--- config.mk ---
export PLATFORM = sky130hd
export DESIGN_NAME = sockit_spi_des
export DESIGN_NICKNAME = d
export VERILOG_FILES = /design/src/rtl/sockit_spi_pkg.sv /design/src/rtl/sockit_spi_des_lane.sv /design/src/rtl/sockit_spi_des.sv
export SDC_FILE = /design/constraint.sdc
export NUM_CORES = 1
export LEC_CHECK = 0
export CAP_MARGIN = 20
export CORE_UTILIZATION = 32
export DETAILED_ROUTE_END_ITERATION = 10
export HOLD_SLACK_MARGIN = 0.1
export PLACE_DENSITY = 0.54
export SYNTH_ARGS = -nofsm -noshare
export SYNTH_HDL_FRONTEND = slang
export SYNTH_SLANG_ARGS = --single-unit
--- constraint.sdc ---
create_clock -name clk -period 1.6 [get_ports clk]
set_clock_uncertainty 0.1 [all_clocks]
set_input_delay 0.16 -clock clk [delete_from_list [all_inputs] [get_ports clk]]
set_output_delay 0.16 -clock clk [all_outputs]
set_load 0.005 [all_outputs]
--- src/rtl/sockit_spi_pkg.sv ---
// Shared definitions for the sockit SPI master: IO mode encoding, queue control
// field layout and the deserializer collector state.
package sockit_spi_pkg;

  typedef enum logic [1:0] {
    IOM_3WIRE = 2'd0,
    IOM_SPI   = 2'd1,
    IOM_DUAL  = 2'd2,
    IOM_QUAD  = 2'd3
  } iom_e;

  localparam int unsigned QCI_NEW     = 3;
  localparam int unsigned QCI_LST     = 2;
  localparam int unsigned QCI_IOM_MSB = 1;
  localparam int unsigned QCI_IOM_LSB = 0;

  typedef struct packed {
    logic nw;
    logic lst;
    iom_e iom;
  } qci_t;

  typedef enum logic [1:0] {
    ST_IDLE    = 2'd0,
    ST_COLLECT = 2'd1,
    ST_HOLD    = 2'd2
  } des_state_e;

endpackage

--- src/rtl/sockit_spi_des_lane.sv ---
// One deserializer lane: SDW-bit shift-free register with synchronous clear
// and a single indexed bit write per sample.
module sockit_spi_des_lane
  import sockit_spi_pkg::*;
#(
  parameter int unsigned SDW = 8,
  parameter int unsigned SDL = $clog2(SDW)
) (
  input  logic           clk,
  input  logic           rst,
  input  logic           clr_i,
  input  logic           wr_i,
  input  logic [SDL-1:0] idx_i,
  input  logic           bit_i,
  output logic [SDW-1:0] dat_o
);

  logic [SDW-1:0] dat_q, dat_d;

  always_comb begin
    dat_d = dat_q;
    if (clr_i) begin
      dat_d = '0;
    end else if (wr_i) begin
      dat_d[idx_i] = bit_i;
    end
  end

  always_ff @(posedge clk or posedge rst) begin
    if (rst) dat_q <= '0;
    else     dat_q <= dat_d;
  end

  assign dat_o = dat_q;

endmodule

--- src/rtl/sockit_spi_des.sv ---
// SPI input deserializer: collects one segment of samples on four lanes and emits
// it as a queue packet. Define SOCKIT_SPI_DES_OBUF_EN for a second output buffer.
module sockit_spi_des
  import sockit_spi_pkg::*;
#(
  parameter int unsigned SDW = 8,
  parameter int unsigned SDL = $clog2(SDW),
  parameter int unsigned QCI = 4,
  parameter int unsigned QDW = 4*SDW
) (
  input  logic           clk,
  input  logic           rst,
  input  logic           seg_vld,
  input  logic [QCI-1:0] seg_ctl,
  input  logic [SDL:0]   seg_len,
  output logic           seg_rdy,
  input  logic           smp_vld,
  input  logic [3:0]     smp_io,
  output logic           smp_rdy,
  output logic           que_vld,
  output logic [QCI-1:0] que_ctl,
  output logic [QDW-1:0] que_dat,
  input  logic           que_rdy
);

  localparam int unsigned LANES = 4;
  localparam int unsigned CW    = SDL + 1;

  des_state_e     state_q, state_d;
  logic [CW-1:0]  cnt_q, cnt_d, len_q, len_d;
  logic [QCI-1:0] ctl_q, ctl_d;
  logic [QDW-1:0] lane_dat;
  logic [SDL-1:0] idx;
  logic           seg_trn, smp_trn, smp_lst;
  logic           direct_ok, hold_exit;

  assign seg_trn = seg_vld & seg_rdy;
  assign smp_trn = smp_vld & smp_rdy;
  assign smp_lst = (cnt_q == len_q - CW'(1));
  // first sample lands at the lane MSB
  assign idx     = SDL'(SDW - 1) - cnt_q[SDL-1:0];

  always_ff @(posedge clk or posedge rst) begin
    if (rst) state_q <= ST_IDLE;
    else     state_q <= state_d;
  end

  always_comb begin
    state_d = state_q;
    case (state_q)
      ST_IDLE:    if (seg_trn) state_d = ST_COLLECT;
      ST_COLLECT: if (smp_trn && smp_lst) state_d = direct_ok ? ST_IDLE : ST_HOLD;
      ST_HOLD:    if (hold_exit) state_d = ST_IDLE;
      default:    state_d = ST_IDLE;
    endcase
  end

  always_comb begin
    seg_rdy = 1'b0;
    smp_rdy = 1'b0;
    case (state_q)
      ST_IDLE:    seg_rdy = 1'b1;
      ST_COLLECT: smp_rdy = 1'b1;
      default:    ;
    endcase
  end

  // descriptor latch and sample counter; out-of-range lengths mean a full segment
  always_comb begin
    cnt_d = cnt_q;
    len_d = len_q;
    ctl_d = ctl_q;
    if (seg_trn) begin
      cnt_d = '0;
      ctl_d = seg_ctl;
      len_d = (seg_len == '0 || seg_len > CW'(SDW)) ? CW'(SDW) : seg_len;
    end else if (smp_trn) begin
      cnt_d = cnt_q + CW'(1);
    end
  end

  always_ff @(posedge clk or posedge rst) begin
    if (rst) begin
      cnt_q <= '0;
      len_q <= CW'(SDW);
      ctl_q <= '0;
    end else begin
      cnt_q <= cnt_d;
      len_q <= len_d;
      ctl_q <= ctl_d;
    end
  end

  for (genvar k = 0; k < LANES; k++) begin : g_lane
    sockit_spi_des_lane #(.SDW(SDW), .SDL(SDL)) u_lane (
      .clk   (clk),
      .rst   (rst),
      .clr_i (seg_trn),
      .wr_i  (smp_trn),
      .idx_i (idx),
      .bit_i (smp_io[k]),
      .dat_o (lane_dat[k*SDW +: SDW])
    );
  end

`ifdef SOCKIT_SPI_DES_OBUF_EN
  logic           que_vld_q, que_vld_d;
  logic [QCI-1:0] que_ctl_q, que_ctl_d;
  logic [QDW-1:0] que_dat_q, que_dat_d;
  logic [QDW-1:0] pkt_c;
  logic [SDW-1:0] ln_c;
  logic           slot_free, pkt_ld;

  assign slot_free = ~que_vld_q | que_rdy;
  assign direct_ok = slot_free;
  assign hold_exit = slot_free;
  assign pkt_ld    = (smp_trn & smp_lst & slot_free) | ((state_q == ST_HOLD) & slot_free);

  // packet as it stands after this edge's sample write
  always_comb begin
    pkt_c = lane_dat;
    ln_c  = '0;
    for (int k = 0; k < LANES; k++) begin
      ln_c = lane_dat[k*SDW +: SDW];
      if (smp_trn) ln_c[idx] = smp_io[k];
      pkt_c[k*SDW +: SDW] = ln_c;
    end
  end

  always_comb begin
    que_vld_d = que_vld_q;
    que_ctl_d = que_ctl_q;
    que_dat_d = que_dat_q;
    if (pkt_ld) begin
      que_vld_d = 1'b1;
      que_ctl_d = ctl_q;
      que_dat_d = pkt_c;
    end else if (que_vld_q && que_rdy) begin
      que_vld_d = 1'b0;
    end
  end

  always_ff @(posedge clk or posedge rst) begin
    if (rst) begin
      que_vld_q <= 1'b0;
      que_ctl_q <= '0;
      que_dat_q <= '0;
    end else begin
      que_vld_q <= que_vld_d;
      que_ctl_q <= que_ctl_d;
      que_dat_q <= que_dat_d;
    end
  end

  assign que_vld = que_vld_q;
  assign que_ctl = que_ctl_q;
  assign que_dat = que_dat_q;
`else
  // collector registers are the output slot; HOLD is the valid packet
  assign direct_ok = 1'b0;
  assign hold_exit = que_rdy;
  assign que_vld   = (state_q == ST_HOLD);
  assign que_ctl   = ctl_q;
  assign que_dat   = lane_dat;
`endif

endmodule

* After elaboration in Yosys (flattened, before gate mapping)
Index checks and enable logic that the tools add are counted.
** Word-level totals
- Flip-flop bits (word level) :: 46
- Bits of input ports :: 17
- Output and inout bits :: 39
- Logic and storage cells :: 52
** Operators by class
- $add $sub $neg :: 3
- $lt $le $gt $ge :: 3
- Eq/ne operators :: 6
- Mux-type cells :: 23
- Bitwise gates (word level) :: 2
- Reductions and logical operators :: 7
** Operators by type and width (number)
- 8-bit two-way mux :: 8
- 8-bit bitwise mux :: 4
- 4-bit two-way mux :: 3
- 2-bit two-way mux :: 3
- 2-bit case mux with 3 select lines :: 1
- 4-bit by 1-bit adder with 4-bit output (second input constant) :: 1
- 4-bit equality test :: 1
- 4-bit > comparator (second input constant) :: 1
- 4-bit logical NOT :: 1
- 3-bit by 4-bit less-than comparator with 1-bit output (second input constant) :: 1
- 2-bit by 1-bit inequality test with 1-bit output (second input constant) :: 2
- 4-bit by 1-bit subtractor with 4-bit output (second input constant) :: 1
- 1-bit demux with 3-bit select :: 1
- 3-bit by 1-bit >= comparator with 1-bit output (second input constant) :: 1
- 1-bit two-way mux :: 3
- 3-bit AND reduction :: 1
- 3-bit subtractor (first input constant) :: 1
- 1-bit bitwise AND :: 2
- 2-bit by 1-bit equality test with 1-bit output (second input constant) :: 1
- 2-bit equality test (second input constant) :: 1
- 1-bit logical AND :: 2
- 2-bit logical NOT :: 1
- 2-bit inequality test (second input constant) :: 1
- 2-bit nonzero test :: 1
- 1-bit logical OR :: 1

* Depth between registers and ports, before layout
Gate-level depths: netlist of run 1.
- Depth after elaboration :: 8
- Depth in mapped cells :: 6

* Cells and area by module
From an unflattened synthesis of run 1, not the netlist that was laid out.
** Second synthesis, totals
- Cell total of the unflattened synthesis :: 217
- Area, all modules :: 2453.6 µm²
** By module, submodules not included
- sockit_spi_des_lane :: instances 4, cells each 35, area each 430.4 µm², seq. area each 200.2 µm²
- sockit_spi_des :: instances 1, cells each 77, area each 732.0 µm², seq. area each 351.6 µm²

* Worst setup path after synthesis of run 1
OpenSTA, ideal clock, no wires.
- Path kind :: register to register
- Start :: register cnt_q[2]
- End :: register g_lane[0].u_lane.dat_q[5]
- Setup time :: 121 ps
- Data arrival time :: 1231 ps
- Path slack :: 148 ps
- Stages on the path, launching flop included :: 6
- Path buffers :: 1
- Cells stage by stage :: dfrtp_1 > and4bb_2 > buf_6 > nand3b_2 > mux2i_1 > nor2_1
** Between the ends
- Longest elaborated chain between the ends :: 8
- Elaborated cells between the ends (all ways) :: 9
- Classes of those cells :: 1 x add/sub; 2 x order compare; 5 x mux; 1 x reduce/logical
** Ends and longest elaborated chain
- from (decl) :: RTL line sockit_spi_des.sv:30 : logic [CW-1:0] cnt_q, cnt_d, len_q, len_d;
- from (signal assigned) :: RTL line sockit_spi_des.sv:88 : cnt_q <= cnt_d;
- 3-bit subtractor * :: RTL line sockit_spi_des.sv:41 : assign idx = SDL'(SDW - 1) - cnt_q[SDL-1:0];
- 3-bit by 4-bit less-than comparator with 1-bit output (implied by the code) / 3-bit by 1-bit >= comparator with 1-bit output (equally long branches) :: RTL line sockit_spi_des_lane.sv:25 : dat_d[idx_i] = bit_i;
- 1-bit logical AND (implied by the code) :: RTL line sockit_spi_des_lane.sv:25
- 1-bit two-way mux (implied by the code) :: RTL line sockit_spi_des_lane.sv:25
- 1-bit demux with 3-bit select *
- 8-bit bitwise mux * :: RTL line sockit_spi_des_lane.sv:25
- 8-bit two-way mux * :: RTL line sockit_spi_des_lane.sv:24 : end else if (wr_i) begin
- 8-bit two-way mux * :: RTL line sockit_spi_des_lane.sv:22 : if (clr_i) begin
- to (signal assigned) :: RTL line sockit_spi_des_lane.sv:31 : else dat_q <= dat_d;
- to (decl) :: RTL line sockit_spi_des_lane.sv:18 : logic [SDW-1:0] dat_q, dat_d;
Mark *: on every way between the ends. The rest lies on a longest branch, timed or not. The select of a mux whose other input is x is not followed.
A chain may end at the register's enable or synchronous reset.

* Final worst setup path of run 1
- Start :: register state_q[1]
- End :: output port smp_rdy
** Between the ends
- Longest elaborated chain between the ends :: 2
** Ends and longest elaborated chain
- from (decl) :: RTL line sockit_spi_des.sv:29 : des_state_e state_q, state_d;
- from (signal assigned) :: RTL line sockit_spi_des.sv:45 : else state_q <= state_d;
- 2-bit by 1-bit equality test with 1-bit output :: RTL line sockit_spi_des.sv:61 : case (state_q)
- 1-bit two-way mux :: RTL line sockit_spi_des.sv:61
- to (decl) :: RTL line sockit_spi_des.sv:19 : output logic smp_rdy,
No other way between the ends.

==> impl_metrics.ini, run 1 <==
[outcome]
run_status = finished, violations left
failed_checks = setup timing

[critical_path]
start_kind = register
cp.required_ns = 1.34
cp.arrival_ns = 1.40
r2r_setup_slack_ns = 0
endpoint_kind = output port
cp_max_fo = 4
crit_type = register to output port

[place]
gp_congestion = 0.6635
pre_cts_ws_ns = -0.1905
port_buffers = 55
dp_hpwl_mm = 3.240

[route]
drt-wirelength-per-cell_um = 14.08
antenna_left = 0
drt_wl_total_mm = 4.817
avgViaCountPerCell = 4.617
drc = 0
dr_total_vias = 1579
drt-pass1-iter-count = 4
drtIter0Drc = 43

[clock_tree]
cts.path.max_buffers = 2
cts-buffers-inserted = 5
cts_max_level = 2
clk_pin_slew_ns = 0.09
cts_tree = yes
clk_latency_ns = 0.30
cts_root_buf = clkbuf_8
cts_sinks = 46
hold_buffers = 0

[sta]
setup_tns_ns = -0.06006
max_clock_freq_mhz = 602.4
worst_slack_ns = -0.06006
fin_crit_sh_pct = 103.8
rsz0062_at_grt = yes
final-hold-violation-count = 0
period_needed_ns = 1.660
tightestPinTransition_ns = 0.4018
slew_headroom_pct = 73.13
final_max_slew_viol_count = 0
finalSetupViolCount = 1

[grt]
overflow = 0
antenna_found_initial = 0
grt_pass1_wl_mm = 7.845
track_usage_pct = 14.43
grt_pass1_vias = 1544
grt_start_max_net_pins = 47

[logic_synthesis]
synth_flop_cell = dfrtp_1
syn_inst = 196
synth.most_common_cell = dfrtp_1
synth_edf_count = 0
synthArstFlopShare_pct = 100.0
syn_area_sq_um = 2122
ys_seq_area_share_pct = 54.30
synth_area_leader_cell = dfrtp_1
synthTopCellsByCount = dfrtp_1 (45), nor2_1 (34), mux2i_1 (28)
ys_warn_count = 0
synth_top_area_share_pct = 53.07
synth.distinct_cells = 30
ys_seq_elements = 46
avgSynthCellArea_sq_um = 10.83
synth_area_leaders = dfrtp_1 (53%), mux2i_1 (13%), nor2_1 (6.0%), nand2_1 (4.1%), buf_2 (2.6%)
synth_nets = 215

[run]
drv_cap = 0

[layout]
drive_gt1_share_pct = 18.11
final_net_count = 283
antennaDiodeCount = 0
num-fill-cells = 621
fin_util_pct = 48.00
syn2layout_area_growth_pct = 44.46

[die]
die-area_sq_um = 6961
start_util_pct = 33.23
die_h_um = 83.44
coreArea_sq_um = 6386
io_pins = 56
die_x_um = 83.44
rows = 29

[min_path]
worstHoldPathType = input pin to async pin

[power_and_ir_drop]
p_leak_nw = 1.459
power_density_nw_per_um2 = 1742
peakVddDrop_mv = 0.6508
[layout by cell type (no fill, tap or decap), drive strengths merged, types with 2 or more instances in the layout]
master          n
clkdlybuf4s50  53
nor3b           2
o21ai           4
clkbuf          5
xor2            3
nor3            3
dfrtp          45
nand3b          6
buf            19
nand3           6
xnor2           6
nand2          23
inv             6
dlygate4sd2     2
a21oi           4
nor2b           2
nor2           35
ha              2
mux2i          28
[metrics by stage]
| step | cell area (sq um) | hold WS, ns | power, W | std cells |
|---|---|---|---|---|
| after floorplan | 2122 | 0.1654 | 0.003131 | 196 |
| after global placement | 2867 | 0.3527 | 0.004342 | 329 |
| after detailed placement | 2867 | 0.3543 | 0.004366 | 329 |
| after CTS | 3005 | 0.1351 | 0.005294 | 339 |
| after global routing | 3065 | 0.1736 | 0.005723 | 342 |
| final | 3065 | 0.1163 | 0.005341 | 342 |
[timing repair]
action                     CTS  global route
buffers inserted             2             3
setup endpoints to repair    3            31
gates resized for setup      8             9
pin swaps                    2             3
[final cells by class]
class | count | area [sq um] | share of cell area (%)
clock buffer | 5 | 68.82 | 2.245
clock inverter | 3 | 43.79 | 1.429
inverter | 5 | 18.77 | 0.6122
multi-input combinational | 132 | 919.6 | 30.00
sequential | 46 | 1157 | 37.76
tap | 77 | 96.34 | 3.143
timing repair buffer | 74 | 760.7 | 24.82
[final timing paths]
kind,end,from,depth (start not counted)
max in group asynchronous,len_q[3],rst,3
worst max-delay path,smp_rdy,state_q[1],2
worst min register to register,len_q[3],len_q[3],2
worst min-delay path,g_lane[2].u_lane.dat_o[7],rst,3
worst max register to register,g_lane[1].u_lane.dat_o[1],state_q[1],5
min in group clk,que_ctl[0],seg_ctl[0],3
[routing by layer]
metal,vias up,GRT usage (%),part of all wire [%]
li1,783,-,-
met1,762,18.50,45
met2,28,24.52,50
met3,6,3.181,3.5
met4,0,4.160,1.3
met5,-,0,0
[worst max-delay path, cell delays in order (launching register included)]
cell             delay, ns
dfrtp_2               0.44
nor2b_2               0.15
clkdlybuf4s50_1       0.51
[report_power, final]
group	total [W]	switching [W]	internal, W
clock network	0.000880	0.000412	0.000468
logic	0.00248	0.00101	0.00147
registers	0.00198	0.000329	0.00165
total	0.00534	0.00175	0.00359
[sequential cells by signal, indices dropped and copies added (netlist names)]
signal and cells:
que_ctl 4, state_q 2, len_q 4, cnt_q 4, g_lane.u_lane.dat_o 32
[logic make-up after synthesis]
logic type / synth area share (%)
and+or+nand+nor: 20.76
DFF: 54.30
muxes: 13.21
buffers and inverters: 4.186
AOI/OAI and AO/OA: 2.654
xor gates and xnor gates: 3.715
adders and majority gates: 1.179
No activity file was read; power rests on OpenSTA's default activity.
==> inputs of run 2 (changes only) <==
==> constraint.sdc (replaced) <==
create_clock -name clk -period 1.7 [get_ports clk]
set_clock_uncertainty 0.1 [all_clocks]
set_input_delay 0.17 -clock clk [delete_from_list [all_inputs] [get_ports clk]]
set_output_delay 0.17 -clock clk [all_outputs]
set_load 0.005 [all_outputs]
==> impl_metrics.ini, run 2 (synthesis results as in run 1) <==
[clock_tree]
cts_tree = yes
cts.path.max_buffers = 2
clk_pin_slew_ns = 0.09
cts_max_level = 2
cts_sinks = 46
cts_root_buf = clkbuf_8
cts-buffers-inserted = 5
clk_latency_ns = 0.29

[die]
die-area_sq_um = 6961
die_x_um = 83.44
io_pins = 56
start_util_pct = 33.23
rows = 29
die_h_um = 83.44
coreArea_sq_um = 6386

[grt]
grt_util_met1_pct = 17.99
grt_pass1_vias = 1573
overflow = 0
antenna_found_initial = 0
track_usage_pct = 14.05
grt_util_met2_pct = 24.07
grt_pass1_wl_mm = 7.762
top_usage_layer = met2
grt_start_max_net_pins = 47
grt_util_met3_pct = 2.783

[layout]
layout_common_cells = clkdlybuf4s50_1 (55), dfrtp_1 (43), nor2_1 (33), mux2i_1 (28), nand2_1 (23)
antennaDiodeCount = 0
num-fill-cells = 626
layout_commonest_cell = clkdlybuf4s50_1
largest_register_ffs = 32
final_net_count = 280
drive_gt1_share_pct = 14.89
syn2layout_area_growth_pct = 39.98

[min_path]
worstHoldPathType = input pin to async pin

[route]
dr_total_vias = 1546
drt-pass1-iter-count = 4
antenna_left = 0
drtIter0Drc = 40
avgViaCountPerCell = 4.560
drt_wl_total_mm = 4.642
drc = 0
drt-wirelength-per-cell_um = 13.69

[place]
port_buffers = 55
gp_congestion = 0.6927
dp_hpwl_mm = 3.175

[critical_path]
start_kind = register
reg2reg_to = g_lane[2].u_lane.dat_o[1]
endpoint_kind = output port
critPathSlowestCell = clkdlybuf4s50_1
path_cells = nor2_2 -> clkdlybuf4s50_1
cp_max_fo = 4
crit_type = register to output port
cp.required_ns = 1.43
critPathMaxStageDelay_ns = 0.52
setup.worst_path.start = state_q[0]
cp.arrival_ns = 1.42
r2r_start = state_q[1]
worstRegToRegCells = 5
r2r_setup_slack_ns = 0.07

[outcome]
run_status = complete, no violations

[sta]
hold_slack_ns = 0.1295
slew_headroom_pct = 74.14
period_needed_ns = 1.690
final_max_slew_viol_count = 0
max_clock_freq_mhz = 591.7
final-hold-violation-count = 0
rsz0062_at_grt = yes
tightestPinTransition_ns = 0.3867
fin_crit_sh_pct = 99.41
finalSetupViolCount = 0

[power_and_ir_drop]
switchingPower_w = 0.001588
pwr-share-comb_pct = 46.8
p_leak_nw = 1.396
peakVddDrop_mv = 0.6050
p_int_w = 0.003163
power_density_nw_per_um2 = 1600
clkPwrFrac_pct = 14.0
p_seq_share_pct = 39.2
fin_total_pwr_w = 0.004752
sw_frac_of_total_pct = 33.43

[run]
drv_cap = 0
-- run 2: layout make-up --
class                   count  area, sq um  area share [%]
inverters                   5        18.77          0.6318
flip-flops and latches     46         1155           38.88
well taps                  77        96.34           3.243
clock buffers               5        68.82           2.317
multi-input cells         132        898.4           30.24
repair buffers             71        711.9           23.97
clock inverters             3        21.27          0.7161
-- run 2: power groups by stage --
stage | Combinational (W) | Sequential (W) | Clock, W
4_1_cts | 0.00223 | 0.00186 | 0.000709
3_3_place_gp | 0.00215 | 0.00189 | 0
3_5_place_dp | 0.00218 | 0.00188 | 0
5_1_grt | 0.00244 | 0.00193 | 0.000744
6_report | 0.00222 | 0.00186 | 0.000667
2_1_floorplan | 0.00110 | 0.00185 | 0
-- run 2: per-layer routing --
layer  share of wire (%)  routed length (um)  vias up
li1                    -                   -      771
met1                  47                2165      739
met2                  49                2258       30
met3                 3.3                 155        6
met4                 1.3                  62        0
met5                   0                   0        -
-- run 2: metrics by stage --
stage | setup slack [ns] | std cells | instance area, sq um | utilization, % | setup TNS (ns)
detailed placement | -0.1111 | 327 | 2826 | 44.26 | -1.109
finish | 0.009955 | 339 | 2970 | 46.51 | 0
CTS | 0.01193 | 337 | 2940 | 46.04 | 0
floorplan | 0.2478 | 196 | 2122 | - | 0
global placement | -0.09578 | 327 | 2826 | 44.26 | -1.014
global route | -0.04005 | 339 | 2970 | 46.51 | -0.1100
-- run 2: timing repair --
action                                  4_1_cts  5_1_grt
pin swaps                                     0        1
setup buffers                                 2        2
hold buffers                                  0        0
resized for setup                             4        4
endpoints found under the setup margin        3        8
-- run 2: how the worst max path moves through the flow --
stage,to
final,seg_rdy
after CTS,smp_rdy
after global routing,seg_rdy
after floorplan,g_lane[0].u_lane.dat_o[5]
after detailed placement,g_lane[2].u_lane.dat_o[1]
after global placement,g_lane[2].u_lane.dat_o[1]
-- run 2: critical path, delay by kind of cell, from the launching register on --
family | cells | cell delay, ns
buf+inv | 1 | 0.52
simple gates | 1 | 0.15
flops | 1 | 0.45
==> inputs of run 3 (changes only) <==
--- a/config.mk
+++ b/config.mk
@@ -6,6 +6,7 @@
 export NUM_CORES = 1
 export LEC_CHECK = 0
 export CAP_MARGIN = 20
+export CORE_MARGIN = 3
 export CORE_UTILIZATION = 32
 export DETAILED_ROUTE_END_ITERATION = 10
 export HOLD_SLACK_MARGIN = 0.1
==> constraint.sdc (replaced) <==
create_clock -name clk -period 2.2 [get_ports clk]
set_clock_uncertainty 0.1 [all_clocks]
set_input_delay 0.22 -clock clk [delete_from_list [all_inputs] [get_ports clk]]
set_output_delay 0.22 -clock clk [all_outputs]
set_load 0.005 [all_outputs]
==> impl_metrics.ini, run 3 (synthesis results as in run 1) <==
[critical_path]
worstRegToRegCells = 4
reg2reg_to = g_lane[0].u_lane.dat_o[3]
cp_max_fo = 6
crit_type = register to output port
cp.arrival_ns = 1.56
cp-endpoint = smp_rdy
r2r_setup_slack_ns = 0.56
endpoint_kind = output port
setup.worst_path.start = state_q[0]
start_kind = register
r2r_start = cnt_q[0]
cp.required_ns = 1.88

[route]
drc = 0
drt-wirelength-per-cell_um = 14.54
avgViaCountPerCell = 4.625
dr_total_vias = 1503
drt_wl_total_mm = 4.725
drtIter0Drc = 69
drt-pass1-iter-count = 4
antenna_left = 0

[die]
rows = 29
coreArea_sq_um = 6386
start_util_pct = 33.23
io_pins = 56
die_x_um = 87.44
die_h_um = 87.44
die-area_sq_um = 7645

[sta]
hold_slack_ns = 0.2876
finalSetupViolCount = 0
worst_slack_ns = 0.3190
setup_tns_ns = 0
rsz0062_at_grt = no
tightestPinTransition_ns = 0.5856
slew_headroom_pct = 60.96
max_clock_freq_mhz = 531.6
final-hold-violation-count = 0
final_max_slew_viol_count = 0
period_needed_ns = 1.881
fin_crit_sh_pct = 85.50

[layout]
multi_input_area_sq_um = 880.8
final_net_count = 267
syn2layout_area_growth_pct = 32.55
seq_area_sq_um = 1152
num-fill-cells = 622
fin_area_sq_um = 2813
largest_register_ffs = 32
antennaDiodeCount = 0
layout_common_cells = clkdlybuf4s50_1 (55), dfrtp_1 (45), nor2_1 (34), mux2i_1 (28), nand2_1 (23)
drive_gt1_share_pct = 8.065
layout_commonest_cell = clkdlybuf4s50_1

[power_and_ir_drop]
p_leak_nw = 1.315
fin_total_pwr_w = 0.003516
power_density_nw_per_um2 = 1250
peakVddDrop_mv = 0.4651

[grt]
grt_pass1_wl_mm = 7.900
grt_pass1_vias = 1555
track_usage_pct = 13.42
antenna_found_initial = 0
grt_start_max_net_pins = 47
overflow = 0

[place]
port_buffers = 55
dp_hpwl_mm = 3.199
gp_congestion = 0.7716
postPlaceCellArea_sq_um = 2734
pre_cts_ws_ns = 0.2902

[clock_tree]
cts_root_buf = clkbuf_8
post_cts_buffers = 0
cts_sinks = 46
clk_latency_ns = 0.29
cts_tree = yes
cts.path.max_buffers = 2
clk_pin_slew_ns = 0.09
cts_max_level = 2
cts.repair.resized = 0
hold_buffers = 0
cts-buffers-inserted = 5

[run]
drv_cap = 0

[min_path]
worstHoldPathType = input pin to async pin

[outcome]
run_status = complete, no violations
-- run 3: cell types whose count changed in the layout (fill, tap and decap cells not counted), sizes merged --
cell,delta
clkinvlp,-1
buf,-13
-- run 3: how the worst min path moves through the flow --
| stage | start | end |
|---|---|---|
| finish | rst | g_lane[0].u_lane.dat_o[5] |
| floorplan | seg_ctl[0] | que_ctl[0] |
| global route | rst | g_lane[2].u_lane.dat_o[7] |
| CTS | rst | g_lane[0].u_lane.dat_o[5] |
| detailed placement | len_q[3] | len_q[3] |
| global placement | len_q[3] | len_q[3] |
-- run 3: metal layers --
metal | vias up | GRT usage (%) | share of wire (%)
met4 | 0 | 3.347 | 1.1
li1 | 743 | - | -
met5 | - | 0 | 0
met1 | 725 | 17.87 | 46
met2 | 31 | 21.16 | 48
met3 | 4 | 4.257 | 4.6
-- run 3: per-stage QoR --
| stage | util [%] | cells |
|---|---|---|
| after global routing | 44.04 | 325 |
| final | 44.04 | 325 |
| after floorplan | - | 196 |
| after CTS | 44.04 | 325 |
| after global placement | 42.81 | 318 |
| after detailed placement | 42.81 | 318 |
-- run 3: critical path, cell delays in order (launching register included) --
cell and delay [ns]:
dfrtp_1 0.47, nor2b_1 0.26, clkdlybuf4s50_1 0.54
-- run 3: where the power goes --
group          total, W  switching, W  internal, W
Clock          0.000495      0.000281     0.000214
Sequential      0.00147      0.000278      0.00120
Combinational   0.00155      0.000636     0.000912
-- run 3: area by class of cell --
class | count | area share, %
Multi-Input combinational cell | 132 | 31.32
Tap cell | 77 | 3.425
Clock inverter | 2 | 0.3559
Clock buffer | 5 | 2.447
Inverter | 5 | 0.6673
Sequential cell | 46 | 40.97
Timing Repair Buffer | 58 | 20.82
